**config.mk**
```make
export PLATFORM = sky130hd
export DESIGN_NAME = deserializer
export DESIGN_NICKNAME = d
export VERILOG_FILES = /design/src/rtl/deser_pkg.sv /design/src/rtl/deserializer.sv
export SDC_FILE = /design/constraint.sdc
export NUM_CORES = 1
export LEC_CHECK = 0
export ABC_AREA = 1
export CAP_MARGIN = 20
export CORE_MARGIN = 2
export CORE_UTILIZATION = 25
export CTS_CLUSTER_SIZE = 10
export DETAILED_ROUTE_END_ITERATION = 8
export SETUP_SLACK_MARGIN = 0.1
export SYNTH_ARGS = -nofsm -noshare
export SYNTH_HDL_FRONTEND = slang
export SYNTH_SLANG_ARGS = --single-unit
```
**constraint.sdc**
```tcl
create_clock -name clk_i -period 1.3 [get_ports clk_i]
set_input_delay 0.26 -clock clk_i [delete_from_list [all_inputs] [get_ports clk_i]]
set_output_delay 0.26 -clock clk_i [all_outputs]
set_load 0.01 [all_outputs]
```
**src/rtl/deser_pkg.sv**
```systemverilog
// Shared defaults and state encoding for the serial-to-parallel deserializer.
package deser_pkg;

    localparam int unsigned DEF_DATA_W = 16;
    localparam int unsigned DEF_MOD_W  = $clog2(DEF_DATA_W);

    typedef enum logic {
        IDLE    = 1'b0,
        COLLECT = 1'b1
    } deser_state_t;

endpackage

```
**src/rtl/deserializer.sv**
```systemverilog
// Collects MSB-first serial bits into a left-aligned word; a word closes on the
// DATA_W-th bit or on an early ser_last_i, and is presented for one cycle.
module deserializer
    import deser_pkg::*;
#(
    parameter int unsigned DATA_W = DEF_DATA_W,
    parameter int unsigned MOD_W  = DEF_MOD_W
) (
    input  logic              clk_i,
    input  logic              srst_i,
    input  logic              ser_data_i,
    input  logic              ser_data_val_i,
    input  logic              ser_last_i,
    output logic [DATA_W-1:0] deser_data_o,
    output logic [MOD_W-1:0]  deser_data_mod_o,
    output logic              deser_data_val_o,
    output logic              busy_o
);

    localparam logic [DATA_W-1:0] MSB_ONE = {1'b1, {(DATA_W-1){1'b0}}};
    localparam logic [MOD_W-1:0]  LAST_IDX = MOD_W'(DATA_W - 1);

    deser_state_t      r_state;
    logic [MOD_W-1:0]  r_cnt;
    logic [DATA_W-1:0] r_shift;
    logic [DATA_W-1:0] r_data;
    logic [MOD_W-1:0]  r_mod;
    logic              r_data_val;
    logic              r_busy;

    logic [DATA_W-1:0] w_mask;
    logic [DATA_W-1:0] w_shift_nxt;
    logic              w_full;
    logic              w_done;

    // A word starting in IDLE discards whatever the previous word left behind.
    assign w_mask      = MSB_ONE >> r_cnt;
    assign w_shift_nxt = ((r_state == IDLE) ? '0 : r_shift) | (ser_data_i ? w_mask : '0);
    assign w_full      = (r_cnt == LAST_IDX);
    assign w_done      = w_full | ser_last_i;

    always_ff @(posedge clk_i) begin
        if (!srst_i) begin
            r_state    <= IDLE;
            r_cnt      <= '0;
            r_shift    <= '0;
            r_data     <= '0;
            r_mod      <= '0;
            r_data_val <= 1'b0;
            r_busy     <= 1'b0;
        end else begin
            r_data_val <= 1'b0;
            if (ser_data_val_i) begin
                r_shift <= w_shift_nxt;
                if (w_done) begin
                    r_data     <= w_shift_nxt;
                    r_mod      <= w_full ? '0 : MOD_W'(r_cnt + 1'b1);
                    r_data_val <= 1'b1;
                    r_cnt      <= '0;
                    r_state    <= IDLE;
                    r_busy     <= 1'b0;
                end else begin
                    r_cnt      <= MOD_W'(r_cnt + 1'b1);
                    r_state    <= COLLECT;
                    r_busy     <= 1'b1;
                end
            end
        end
    end

    assign deser_data_o     = r_data;
    assign deser_data_mod_o = r_mod;
    assign deser_data_val_o = r_data_val;
    assign busy_o           = r_busy;

endmodule
```
==> results.ini, run 1 <==
[grt]
grt_pass1_wl_mm = 7.85
grt_max_degree = 19
antenna_found_initial = 0
grt_pass1_vias = 1639
grt.overflow.total = 0
grt_usage = 0.118

[floorplan]
rows = 31
num_io_pins = 27
initial_utilization = 0.260
dieArea_sq_um = 8330
fp.dieH_microns = 91.3
core_sq_um = 7330
die_w_microns = 91.3

[timing]
min_period_over_period = 0.974
max_freq_mhz = 790
finalHoldViolations = 0
worst_slew_pin_slew_ps = 286
finClkSkew_ps = 8.26
hold_ws_ps = 393
max_slew_margin = 0.809
fin_crit_ps = 1270
setup_tns_ps = 0
fin_ws_ps = 34.2
rsz0062_at_grt = yes
setup_viol = 0
slew_viol_final = 0

[critical_path]
crit_path_end_kind = flip-flop
critPathMaxFanout = 8
crit_type = flip-flop to flip-flop
crit_required_ps = 1550
start_kind = flip-flop
worstPathArrival_ps = 1520

[cts]
clkSlewWorstSetupHoldPaths_ps = 80
clk_latency_ps = 300
cts_tree = done
h-tree-depth = 2
clockRootBuffer = clkbuf_8
cts_hold_buf = 0
cts_buffers = 5
clock_path_buffers = 2
cts_sinks = 42

[run_status]
outcome = completed

[power]
pwr-share-clk = 0.426
power_switching_w = 0.000700
p_sw_frac = 0.238
p_comb_frac = 0.113
leakage_nw = 1.31
power_density_nw_per_um2 = 1100
sequentialPowerShare = 0.460
intPower_w = 0.00224
vdd_ir_drop_max_uv = 366

[synthesis]
syn_nets = 276
synth_cell_types = 21
synth-seq-cells = 42
yosysWarnings = 0
ys_seq_area_frac = 0.442
synthCells = 265
syn_area_sq_um = 1900
syn_area_per_cell_sq_um = 7.18

[route]
viasPerCell = 4.38
drt_iter0_drc = 93
drc = 0
dr_total_vias = 1785
firstDrtPassIters = 4
wl_per_cell_microns = 11.9
ant_nets = 0
drt_wl_total_mm = 4.84

[layout]
seqCellArea_sq_um = 852
multi_input_area_sq_um = 983
final_cells = 408
fillCellCount = 762
final_cell_mix = nand2_1 (58), dfxtp_1 (37), inv_1 (29), nand3_1 (29), nor2_1 (25)
syn_to_final_growth_pct = 40.6
nNetsFinal = 319
layout_commonest_cell = nand2_1
drive_above_1_share = 0.220
antenna_cells = 0

[placement]
gp_congestion = 0.866
io_buffers = 26
place_hpwl_mm = 3.39
place_inst = 396
place_ws_ps = -212

[min_path]
hold_class = primary input to flip-flop

[flow_run]
maxCapViolCount = 0

## flip-flops by register name (all words and copies together) (netlist names)
register,flops
deser_data_mod_o,4
deser_data_o,16
deser_data_val_o,1
r_cnt,4
busy_o,1
r_shift,16
## power by group through the flow
stage | Combinational (W) | Clock [W] | Sequential [W]
detailed placement | 0.000300 | 0 | 0.00139
global route | 0.000365 | 0.00133 | 0.00136
global placement | 0.000298 | 0 | 0.00138
finish | 0.000333 | 0.00125 | 0.00135
CTS | 0.000315 | 0.00128 | 0.00135
floorplan | 0.000173 | 0 | 0.00139
## metrics by stage
step,util,total power [W],area (sq um)
after CTS,0.352,0.00294,2580
final,0.365,0.00294,2680
after detailed placement,0.328,0.00169,2400
after floorplan,-,0.00156,1920
after global placement,0.328,0.00168,2400
after global routing,0.365,0.00305,2680
## cell families (layout without fill, tap and decap cells)
family                   count (synthesis)  count (layout)  share of synthesized area
buffers and inverters                   45              88                      0.108
AND/OR/NAND/NOR                        130             131                      0.297
adder cells (fa/ha/maj)                  6               6                     0.0394
flip-flops                              42              42                      0.442
AO/OA/AOI/OAI                           42              42                      0.114
## cell type report
cell class / instances / share of cell area
repair buffers: 49 / 0.173
well taps: 99 / 0.0463
flip-flops and latches: 42 / 0.318
clock buffers: 5 / 0.0257
clock inverters: 3 / 0.0257
multi-input cells: 179 / 0.367
inverters: 31 / 0.0435
## metal layers
metal  part of all wire  track usage  vias up  routed length (microns)
li1                   -            -      924                        -
met1               0.52        0.164      813                     2510
met2               0.43        0.183       39                     2090
met3              0.037       0.0257        9                      179
met4              0.013       0.0379        0                       64
met5                  0            0        -                        0
## worst max-delay path, stage by stage, from the launching register on
cell     delay [ps]
dfxtp_4         390
ha_4            160
nand3_4          90
nand2_4         110
nand2_8          90
nor2_4          240
nand2_1          80
nand2_1          60
## path summary, 6_finish.rpt
check	start	end	slack, ps	cells after the start
worst max register to register	r_cnt[0]	deser_data_o[3]	30	7
worst min register to register	deser_data_o[5]	deser_data_o[5]	470	2
worst max-delay path	r_cnt[0]	deser_data_o[3]	30	7
worst min-delay path	ser_data_val_i	r_cnt[2]	390	4
## Yosys cell counts (all sizes together)
cell type / instances / share of area
ha: 6 / 0.039
o21a: 1 / 0.0039
o21ai: 27 / 0.071
nor2: 26 / 0.060
nand2: 73 / 0.15
nand4: 1 / 0.0033
a21oi: 12 / 0.032
dfxtp: 42 / 0.44
inv: 31 / 0.061
buf: 13 / 0.045
clkbuf: 1 / 0.0020
nand3: 30 / 0.082
o211ai: 2 / 0.0079
## repair_timing
item                                    in CTS  in global routing
gates resized for setup                     47                 44
endpoints found under the setup margin      55                 51
pin swaps                                    5                 11
setup buffers                                2                  1
gates cloned                                 1                  0
No activity file was read; power rests on OpenSTA's default activity.
==> run 2, diff against run 1 <==
Settings changed: CAP_MARGIN 20 to not set.
==> results of run 2 <==
Final layout, timing and power as in run 1 (identical DEF).
